$ cat src/rtl/regfile_wb.sv
// regfile_wb: register file with a writeback port and registered status flags.
//
// Register 0 always reads as zero, and writes to it are dropped. The two read
// ports are combinational. When a read address matches the address being
// written in the same cycle, the read returns the incoming write data instead
// of the stored value. The zero and negative flags are registered from the
// writeback data whenever fe is set. This happens even when no register is
// written, so compare-only operations can still set the flags.
//
// Ports:
//   clk      - clock; all state changes on its rising edge
//   rst      - asynchronous active-high reset; clears all registers and flags
//   we       - register write enable
//   waddr    - write address (AW bits)
//   wdata    - writeback data (WIDTH bits)
//   fe       - flag-update enable
//   raddr_a  - read port A address
//   raddr_b  - read port B address
//   rdata_a  - read port A data (combinational, bypassed)
//   rdata_b  - read port B data (combinational, bypassed)
//   flag_z   - registered zero flag
//   flag_n   - registered negative flag (sign bit of wdata)
module regfile_wb #(
  parameter int WIDTH = 8,
  parameter int NREGS = 8,
  localparam int AW = $clog2(NREGS)
) (
  input  logic             clk,
  input  logic             rst,
  input  logic             we,
  input  logic [AW-1:0]    waddr,
  input  logic [WIDTH-1:0] wdata,
  input  logic             fe,
  input  logic [AW-1:0]    raddr_a,
  input  logic [AW-1:0]    raddr_b,
  output logic [WIDTH-1:0] rdata_a,
  output logic [WIDTH-1:0] rdata_b,
  output logic             flag_z,
  output logic             flag_n
);

  // Only registers 1..NREGS-1 have storage; register 0 is a constant zero.
  logic [WIDTH-1:0] stored_r [1:NREGS-1];
  logic [WIDTH-1:0] regs_s   [NREGS];
  logic             wr_valid_s;
  logic             flag_z_r;
  logic             flag_n_r;

  // A write to address 0 is a no-op, so it also never bypasses.
  assign wr_valid_s = we && (waddr != {AW{1'b0}});

  genvar gi;
  generate
    for (gi = 1; gi < NREGS; gi++) begin : g_reg
      // Storage for register gi; the async reset also drops a write on the reset edge.
      always_ff @(posedge clk or posedge rst) begin
        if (rst) begin
          stored_r[gi] <= {WIDTH{1'b0}};
        end else if (we && (waddr == AW'(gi))) begin
          stored_r[gi] <= wdata;
        end else begin
          stored_r[gi] <= stored_r[gi];
        end
      end
    end
  endgenerate

  // Full read view of the array, with register 0 tied to zero.
  always_comb begin
    regs_s[0] = {WIDTH{1'b0}};
    for (int i = 1; i < NREGS; i++) begin
      regs_s[i] = stored_r[i];
    end
  end

  // Read port A: the same-cycle write takes priority over the stored value.
  always_comb begin
    rdata_a = {WIDTH{1'b0}};
    if (wr_valid_s && (raddr_a == waddr)) begin
      rdata_a = wdata;
    end else begin
      rdata_a = regs_s[raddr_a];
    end
  end

  // Read port B: same structure as port A, so equal addresses give equal data.
  always_comb begin
    rdata_b = {WIDTH{1'b0}};
    if (wr_valid_s && (raddr_b == waddr)) begin
      rdata_b = wdata;
    end else begin
      rdata_b = regs_s[raddr_b];
    end
  end

  // Status flags: captured from wdata whenever fe is set, independent of we and waddr.
  always_ff @(posedge clk or posedge rst) begin
    if (rst) begin
      flag_z_r <= 1'b0;
      flag_n_r <= 1'b0;
    end else if (fe) begin
      flag_z_r <= (wdata == {WIDTH{1'b0}});
      flag_n_r <= wdata[WIDTH-1];
    end else begin
      flag_z_r <= flag_z_r;
      flag_n_r <= flag_n_r;
    end
  end

  assign flag_z = flag_z_r;
  assign flag_n = flag_n_r;

endmodule

$ cat config.mk
export PLATFORM = sky130hd
export DESIGN_NAME = regfile_wb
export DESIGN_NICKNAME = d
export VERILOG_FILES = /design/src/rtl/regfile_wb.sv
export SDC_FILE = /design/constraint.sdc
export NUM_CORES = 1
export LEC_CHECK = 0
export ABC_CLOCK_PERIOD_IN_PS = 2310
export BUFFER_PORTS_ARGS = -buffer_cell sky130_fd_sc_hd__buf_4
export CORE_MARGIN = 5
export CORE_UTILIZATION = 43
export DETAILED_ROUTE_END_ITERATION = 16
export PLACE_DENSITY = 0.66
export SYNTH_ARGS = -nofsm -noshare
export SYNTH_HDL_FRONTEND = slang
export SYNTH_SLANG_ARGS = --single-unit
$ cat constraint.sdc
create_clock -name clk -period 2.31 [get_ports clk]
set_input_delay 0.462 -clock clk [delete_from_list [all_inputs] [get_ports clk]]
set_output_delay 0.462 -clock clk [all_outputs]
set_load 0.02 [all_outputs]
==> results.toml <==
[layout]
layout.core_utilization_pct = 51.2
num-nets-final = 351
most_common_cell_after_layout_fill_and_taps_aside = "mux2_2"
post_route_cells_drive_above_1_share_pct = 47.5
fin_area_um2 = 4140
antennaDiodeCount = 0
syn_to_final_growth_pct = 17.8
final_cell_mix = "72 x mux2_2, 59 x buf_4, 58 x dfrtp_1, 32 x mux2i_1, 17 x nand2_1"

[grt]
grt_start_max_net_pins = 59
grt-ovfl-total = 0
antenna_violations_before_repair = 0
grt_pass1_wl_mm = 14.7
grt_pass1_vias = 2641
groute.usage.overall_pct = 19.4

[job]
drv_cap = 0

[place]
post_dp_cell_area_um2 = 3910
place_congestion = 0.898
hpwl_mm = 6.29
io_buffer_count = 38

[critical_path]
crit_path_end = "rdata_a[3]"
worstSetupStartpointType = "input port"
worstReg2RegStart = "regs_s[9]"
cp_max_delay_cell = "nor4_4"
timing.rr.end = "regs_s[9]"
startpoint = "raddr_a[2]"
cp_max_fo = 6
crit_path_end_kind = "primary output"
arrival_time_reported_for_the_critical_path_endpoint_ps = 1800
critical_path_cell_count = 9
worstPathBufferInverterCount = 5
worstPathCellList = "buf_4, buf_6, xor2_2, nor4_4, buf_4, buf_4, nand2_1, o21ai_2, buf_4"
critPathRequiredTime_ps = 1850
timing.critical_path.max_delay_family = "buffers and inverters"
timing.setup.critical_path_class = "in -> out"
reg2reg_slack_ps = 1510
critical-path-top-cell-by-count = "buf_4"
reg2reg_depth = 1
critical-path-max-stage-delay_ps = 310

[synth]
asyncSetResetFlopFracSynth_pct = 100
synth.net_count = 309
synth_enable_flop_cells = 0
number_of_synthesized_register_bits = 58
syn_inst = 288
post_synth_instance_area_um2 = 3520
average_instance_area_after_synthesis_um2 = 12.2
ys.flop_type = "dfrtp_1"
netlist-cell-type-count = 30
synth-seq-area-share_pct = 41.3
yosys_warnings = 0

[routing]
number_of_optimization_iterations_in_the_first_detailed_route_pass = 4
route.detailed.drc = 0
initialDrtViolationCount = 194
totalWireLength_mm = 9.22
antenna_violating_nets_post_route = 0
route.detailed.vias_per_inst = 5.82
wl_per_cell_um = 20.9
num_vias = 2561

[sta]
period_needed_ps = 2270
worst_clock_skew_ps = 0
period_utilization_post_route_pct = 98.1
report.final.setup_viol = 0
fmax_mhz = 441
final-hold-violation-count = 0
final-max-slew-violation-count = 0
grt_setup_unrepaired = "yes"
max_slew_margin_pct = 51.1
worst_pin_slew_ps = 732

[clock_network]
cts_tree = "yes"
htree_num_levels = 3
clk_pin_slew_worst_paths_ps = 60
tritoncts_num_sinks = 58
worst_skew_pair.late_latency_ps = 330
post_cts_hold_buffer_count = 0
clock_path_buffers = 2
cts_made_buffers = 9
cts-root-buf = "clkbuf_8"

[floorplan]
die_w_um = 100
fp.dieH_um = 100
core_area_um2 = 8090
placement_rows = 33
die_area_um2 = 10100
num_io_pins = 39
start_util_pct = 43.5

[power]
leakage_power_figure_nw = 1.79
cellPowerDensity_nw_per_um2 = 785
ir_worst_vdd_mv = 0.433

[outcome]
outcome = "completed"

[hold_path]
timing.hold.worst.class = "in -> async"
layout make-up:
type | count | area [um^2]
clock buffers | 14 | 163
clock inverters | 2 | 35.0
fillers | 753 | 3950
inverters | 2 | 7.51
multi-input cells | 196 | 1860
flip-flops and latches | 58 | 1450
well taps | 105 | 131
repair buffers | 63 | 497
worst min path at each step:
stage	end	slack [ps]	cells past startpoint
global route	regs_s[4]	200	3
detailed placement	flag_n	510	1
floorplan	regs_s[32]	490	1
CTS	regs_s[14]	190	3
global placement	flag_n	490	1
finish	regs_s[14]	180	3
report_power, final:
part	switching, mW	total [mW]	internal [mW]
sequential	0.164	1.40	1.24
combinational	0.414	0.901	0.487
clock	0.392	0.950	0.557
tightest hold or removal path, stage by stage:
cell,delay [ps]
buf_4,110
inv_2,50
buf_12,280
cells in the mapped netlist, types with 3 or more instances:
master | n | area [um^2]
buf_6 | 6 | 67.6
buf_4 | 3 | 22.5
a221oi_1 | 16 | 140
buf_2 | 16 | 80.1
o21ai_1 | 15 | 75.1
xor2_1 | 5 | 43.8
dfrtp_1 | 58 | 1450
a221o_1 | 16 | 160
mux2_2 | 72 | 811
mux2i_1 | 32 | 320
nand4b_1 | 3 | 26.3
nand2_1 | 17 | 63.8
nor2b_1 | 4 | 25.0
sequential cells by signal (all words and copies together) (netlist names):
signal and count:
regs_s 56, flag_n 1, flag_z 1
stage by stage:
stage | hold slack (ps) | worst slack, ps | power [mW] | setup TNS [ps] | cells
detailed placement | 509 | -45.9 | 2.31 | -214 | 422
global route | 203 | 0.555 | 3.42 | 0 | 440
global placement | 491 | -41.8 | 2.29 | -291 | 422
finish | 181 | 43.4 | 3.25 | 0 | 440
floorplan | 491 | 120 | 2.03 | 0 | 288
CTS | 193 | 5.72 | 3.26 | 0 | 438
cells by family after synthesis:
family	after synthesis	share of synthesized area, %
muxes	105	32.5
DFF	58	41.3
AOI/OAI and AO/OA	50	11.6
and+or+nand+nor	35	6.37
buffers and inverters	34	6.62
xor gates and xnor gates	6	1.71
what timing repair did:
item / in CTS / in global routing
gates resized for setup: 1 / 5
pin swaps: 0 / 1
hold endpoints to repair: 0 / 0
setup buffers: 0 / 2
endpoints found under the setup margin: 8 / 11
metal layers:
metal	track usage, %	wire length [um]	up-vias
met5	0	0	-
met4	4.97	113	0
met3	4.79	518	10
met2	30.0	4320	69
met1	27.2	4260	1313
li1	-	-	1169
Note: power is estimated with default switching activity, not from simulation.
